$ cat src/rtl/cpu_pkg.sv
// Shared datapath constants: operating modes of the selector and a clog2 helper.
// Latency: n/a (package).
// Backpressure: n/a (package).
package cpu_pkg;

    localparam int MODE_SEL = 0;  // explicit select input picks the source
    localparam int MODE_RR  = 1;  // round-robin among valid sources

    // Ceiling log2, usable in constant expressions for port widths.
    function automatic int clog2(input int n);
        int r;
        r = 0;
        for (int i = 0; i < 31; i++) begin
            if ((1 << i) < n) begin
                r = i + 1;
            end
        end
        return r;
    endfunction

endpackage

$ cat src/rtl/rr_arbiter.sv
// Round-robin arbiter: one-hot grant to the first requester at or after rr_ptr, wrapping.
// Latency: grant is combinational from req; rr_ptr moves one edge after an accepted grant.
// Backpressure: rr_ptr only advances when the caller signals an accepted transfer.
//
// Ports:
//   clk, reset     clock (rising edge), asynchronous active-high reset
//   req            per-channel request (the channel valids)
//   advance        the current grant was taken this cycle
//   grant          one-hot grant, all zero when nobody requests
//   grant_idx      binary index of the granted channel (0 when nobody requests)
module rr_arbiter
    import cpu_pkg::*;
#(
    parameter  int N_IN  = 4,
    localparam int SEL_W = (clog2(N_IN) < 1) ? 1 : clog2(N_IN)
) (
    input  logic             clk,
    input  logic             reset,
    input  logic [N_IN-1:0]  req,
    input  logic             advance,
    output logic [N_IN-1:0]  grant,
    output logic [SEL_W-1:0] grant_idx
);

    logic [SEL_W-1:0]  rr_ptr;
    logic [2*N_IN-1:0] req_dbl;
    logic [N_IN-1:0]   req_rot;
    logic              found;
    int                idx;
    int                nxt;

    // Doubling the request vector and shifting by rr_ptr turns the wrapped scan
    // into a plain lowest-bit-first priority pick on req_rot.
    assign req_dbl = {req, req} >> rr_ptr;
    assign req_rot = req_dbl[N_IN-1:0];

    always_comb begin
        found = 1'b0;
        idx   = 0;
        for (int k = 0; k < N_IN; k++) begin
            if (!found && req_rot[k]) begin
                found = 1'b1;
                idx   = int'(rr_ptr) + k;
                if (idx >= N_IN) begin
                    idx = idx - N_IN;
                end
            end
        end
        nxt = idx + 1;
        if (nxt >= N_IN) begin
            nxt = 0;
        end
    end

    always_comb begin
        grant = '0;
        for (int i = 0; i < N_IN; i++) begin
            grant[i] = found && (i == idx);
        end
    end

    assign grant_idx = SEL_W'(idx);

    // The pointer moves to the channel after the one just served, so a
    // continuously valid channel cannot starve its neighbours.
    always_ff @(posedge clk or posedge reset) begin
        if (reset) begin
            rr_ptr <= '0;
        end else if (advance && found) begin
            rr_ptr <= SEL_W'(nxt);
        end
    end

endmodule

$ cat src/rtl/mux_arb_nx1.sv
// N-input WIDTH-bit selector (explicit select or round-robin) with a registered output.
// Latency: one cycle from input transfer to out_valid.
// Backpressure: in_ready is combinational from out_ready; no skid, a stall drops all in_ready.
//
// Ports:
//   clk, reset     clock (rising edge), asynchronous active-high reset
//   in_data        channel i at bits [i*WIDTH +: WIDTH]
//   in_valid       per-channel valid
//   in_ready       per-channel ready, at most one bit high
//   sel            channel select (explicit-select mode only)
//   out_data       registered selected data
//   out_valid      out_data holds an untaken item
//   out_ready      consumer accepts out_data
//   out_src        channel index that supplied out_data
module mux_arb_nx1
    import cpu_pkg::*;
#(
    parameter  int WIDTH = 8,
    parameter  int N_IN  = 4,
    parameter  int MODE  = MODE_SEL,
    localparam int SEL_W = (clog2(N_IN) < 1) ? 1 : clog2(N_IN)
) (
    input  logic                  clk,
    input  logic                  reset,
    input  logic [N_IN*WIDTH-1:0] in_data,
    input  logic [N_IN-1:0]       in_valid,
    output logic [N_IN-1:0]       in_ready,
    input  logic [SEL_W-1:0]      sel,
    output logic [WIDTH-1:0]      out_data,
    output logic                  out_valid,
    input  logic                  out_ready,
    output logic [SEL_W-1:0]      out_src
);

    logic             can_load;
    logic             xfer;
    logic [N_IN-1:0]  grant;
    logic [SEL_W-1:0] grant_idx;
    logic [WIDTH-1:0] mux_data;

    assign can_load = !out_valid || out_ready;

    generate
        if (MODE == MODE_RR) begin : g_rr
            logic unused_sel;
            assign unused_sel = ^sel;

            rr_arbiter #(
                .N_IN (N_IN)
            ) u_arb (
                .clk       (clk),
                .reset     (reset),
                .req       (in_valid),
                .advance   (xfer),
                .grant     (grant),
                .grant_idx (grant_idx)
            );
        end else begin : g_sel
            // Out-of-range sel matches no channel, so nothing is granted.
            always_comb begin
                grant = '0;
                for (int i = 0; i < N_IN; i++) begin
                    grant[i] = (int'(sel) == i);
                end
            end
            assign grant_idx = sel;
        end
    endgenerate

    assign in_ready = (can_load && !reset) ? grant : '0;
    assign xfer     = |(in_valid & in_ready);

    always_comb begin
        mux_data = '0;
        for (int i = 0; i < N_IN; i++) begin
            if (grant[i]) begin
                mux_data = in_data[i*WIDTH +: WIDTH];
            end
        end
    end

    // A new transfer overwrites the register (also when the old item is consumed
    // at the same edge); a bare consume only clears valid and keeps data/src.
    always_ff @(posedge clk or posedge reset) begin
        if (reset) begin
            out_valid <= 1'b0;
            out_data  <= '0;
            out_src   <= '0;
        end else if (xfer) begin
            out_valid <= 1'b1;
            out_data  <= mux_data;
            out_src   <= grant_idx;
        end else if (out_ready) begin
            out_valid <= 1'b0;
        end
    end

endmodule

$ cat config.mk
export PLATFORM = sky130hd
export DESIGN_NAME = mux_arb_nx1
export DESIGN_NICKNAME = d
export VERILOG_FILES = /design/src/rtl/cpu_pkg.sv /design/src/rtl/rr_arbiter.sv /design/src/rtl/mux_arb_nx1.sv
export SDC_FILE = /design/constraint.sdc
export NUM_CORES = 1
export LEC_CHECK = 0
export ABC_AREA = 1
export BUFFER_PORTS_ARGS = -buffer_cell sky130_fd_sc_hd__buf_2
export CAP_MARGIN = 40
export CORE_MARGIN = 2
export CORE_UTILIZATION = 43
export CTS_CLUSTER_SIZE = 30
export DETAILED_ROUTE_END_ITERATION = 12
export MAX_ROUTING_LAYER = met4
export PLACE_DENSITY = 0.86
export SYNTH_ARGS = -nofsm -noshare
export SYNTH_HDL_FRONTEND = slang
export SYNTH_HIERARCHICAL = 1
export SYNTH_SLANG_ARGS = --single-unit
$ cat constraint.sdc
create_clock -name clk -period 2.2 [get_ports clk]
set_input_delay 0.33 -clock clk [delete_from_list [all_inputs] [get_ports clk]]
set_output_delay 0.33 -clock clk [all_outputs]
set_load 0.02 [all_outputs]
==> flow_summary.toml <==
[run_status]
outcome = "finished clean"

[routing]
wl_per_cell_um = 11.7
vias = 901
drt_iter0_drc = 23
first_pass_iters = 4
vias_per_cell = 4.77
routed_wl_um = 2220
postRouteAntennaNets = 0
drc = 0

[global_route]
grt_max_degree = 14
grt_pass1_wl_um = 3520
grt-busiest-layer = "met2"
grt_usage_pct = 23.6
grt_pass1_vias = 850
grt.met3_usage_pct = 4.23
grt_overflow_total = 0
antenna_found_initial = 0
gr-usage-met1_pct = 28.0
grt_util_met2_pct = 38.9

[timing]
maxSlewHeadroom_pct = 67.8
setup_ws_ps = 497
finalSetupTns_ps = 0
drv_slew = 0
rsz0062_at_grt = "false"
skew_ps = 3.05
whs_ps = 85.2
hold_violations = 0
setup_viol = 0
tightest_slew_ps = 483
fin_crit_ps = 1700
period_share_pct = 77.4
max_freq_mhz = 587

[die]
die-area_um2 = 2190
io_pins = 56
die-height_um = 46.9
floorplan.rows = 15
core_area_um2 = 1730
initial_core_util_pct = 45.7
die_x_um = 46.9

[clock_tree]
numCtsBuffers = 3
cts_tree = "yes"
cts-resized-gates = 0
cts_setup_buffers = 0
path_clk_slew_ps = 70
clk_latency_ps = 260
clock_sinks = 11
root_buffer = "clkbuf_4"
cts_buffer_depth = 2
ctsHoldBuffers = 0
h-tree-depth = 1

[pwr]
leakage_nw = 0.631
combPwrFrac_pct = 40.0
powerDensity_nw_per_um2 = 647
p_clk_share_pct = 19.8
ir_drop_v = 0.000325
swShare_pct = 39.4
p_switching_mw = 0.275
p_int_mw = 0.422
p_seq_share_pct = 40.3

[layout]
final_util_pct = 62.4
antenna_cells = 0
area_growth_pct = 36.4
nets = 206
final_cell_area_um2 = 1080
drive_gt1_share_pct = 42.7

[placement]
placed_cell_area_um2 = 1050
dpl_worst_slack_ps = 595
dp_hpwl_um = 1790
finalWeightedCongestion = 0.840
portBuffers = 55

[synthesis]
synth-edff-count = 0
syn_nets = 150
yosysWarnings = 6
synth_seq_cells = 11
yosysSeqAreaShare_pct = 34.9
syn_area_um2 = 790
synth_common_cells = "54 x nand2_1, 11 x dfrtp_1, 8 x nand4_1"
postSynth.asyncResetShare_pct = 100
synth_top_area_share_pct = 34.9
synth_flop_cell = "dfrtp_1"
avgSynthCellArea_um2 = 7.24
syn_inst = 109
yosys.cell_count.top_type = "nand2_1"
synth_top_area_cell = "dfrtp_1"
synth.area.top_cells = "dfrtp_1 35%, nand2_1 26%, nand4_1 6.3%"
ys_types = 19

[worst_setup_path]
r2r_end = "out_data[2]"
arrival_ps = 1370
r2r_start = "out_valid"
worstSetupPathType = "reg2out"
cp-end-kind = "primary output"
cp-start-kind = "register"
worstPathMaxFanout = 4
cp.required_ps = 1870
r2r_slack_ps = 830
r2r_cells = 6

[run]
drv_cap = 0

[min_path]
min_path_type = "in2async"
-- power by group through the flow --
| stage | registers (mW) | logic (mW) | clock network, mW |
|---|---|---|---|
| 3_3_place_gp | 0.282 | 0.269 | 0 |
| 3_5_place_dp | 0.282 | 0.280 | 0 |
| 4_1_cts | 0.280 | 0.280 | 0.137 |
| 5_1_grt | 0.285 | 0.308 | 0.149 |
| 6_report | 0.281 | 0.278 | 0.138 |
| 2_1_floorplan | 0.342 | 0.113 | 0 |
-- layout make-up --
cell class | instances | area, um2
Clock buffer | 4 | 26.3
Fill cell | 164 | 649
Timing Repair Buffer | 55 | 275
Tap cell | 25 | 31.3
Inverter | 7 | 31.3
Multi-Input combinational cell | 87 | 438
Sequential cell | 11 | 275
-- metrics by stage --
stage / power (mW) / instances
2_1_floorplan: 0.455 / 109
3_3_place_gp: 0.550 / 185
3_5_place_dp: 0.562 / 185
4_1_cts: 0.697 / 189
5_1_grt: 0.742 / 189
6_report: 0.697 / 189
-- placed cells by master (no fill, tap or decap) --
master	synthesis	routed
buf_2	0	55
nand2_1	54	54
dfrtp_1	11	11
nand4_1	8	8
o21ai_0	5	5
inv_1	4	4
o21ai_1	4	4
nor3_1	3	3
clkbuf_4	0	3
inv_4	2	2
nor2_8	2	2
nand4_2	2	2
nand2_2	2	2
nand3_1	2	2
nand2_4	1	1
a21oi_1	1	1
inv_2	1	1
nor2_4	1	1
nor2_2	1	1
nor2_1	1	1
clkbuf_1	0	1
-- sequential cells by signal, indices dropped and copies added, names as in the netlist --
signal	flops
out_data	8
out_src	2
out_valid	1
-- critical path: stages (launching register included) --
cell and delay, ps:
dfrtp_1 390, a21oi_1 230, inv_1 120, nor3_1 170, buf_2 200
-- cells by family (layout without fill, tap and decap cells) --
| kind of cell | after synthesis | count (layout) | share of synthesized area [%] |
|---|---|---|---|
| flip-flops | 11 | 11 | 34.9 |
| AND/OR/NAND/NOR | 77 | 77 | 49.1 |
| buffers and inverters | 11 | 66 | 9.67 |
| AO/OA/AOI/OAI | 10 | 10 | 6.34 |
-- worst max path at each step --
stage | start | end | slack [ps] | cells after the start
after floorplan | out_valid | in_ready[0] | 630 | 3
after global placement | sel[1] | out_data[2] | 680 | 8
after detailed placement | sel[1] | out_data[2] | 600 | 8
after CTS | out_valid | in_ready[1] | 490 | 4
after global routing | out_valid | in_ready[2] | 410 | 4
final | out_valid | in_ready[1] | 500 | 4
-- layer usage --
metal	vias up	routed length [um]
met4	0	28
li1	465	-
met2	46	1070
met3	4	180
met1	386	936
met5	-	0
No activity file was read; power rests on OpenSTA's default activity.
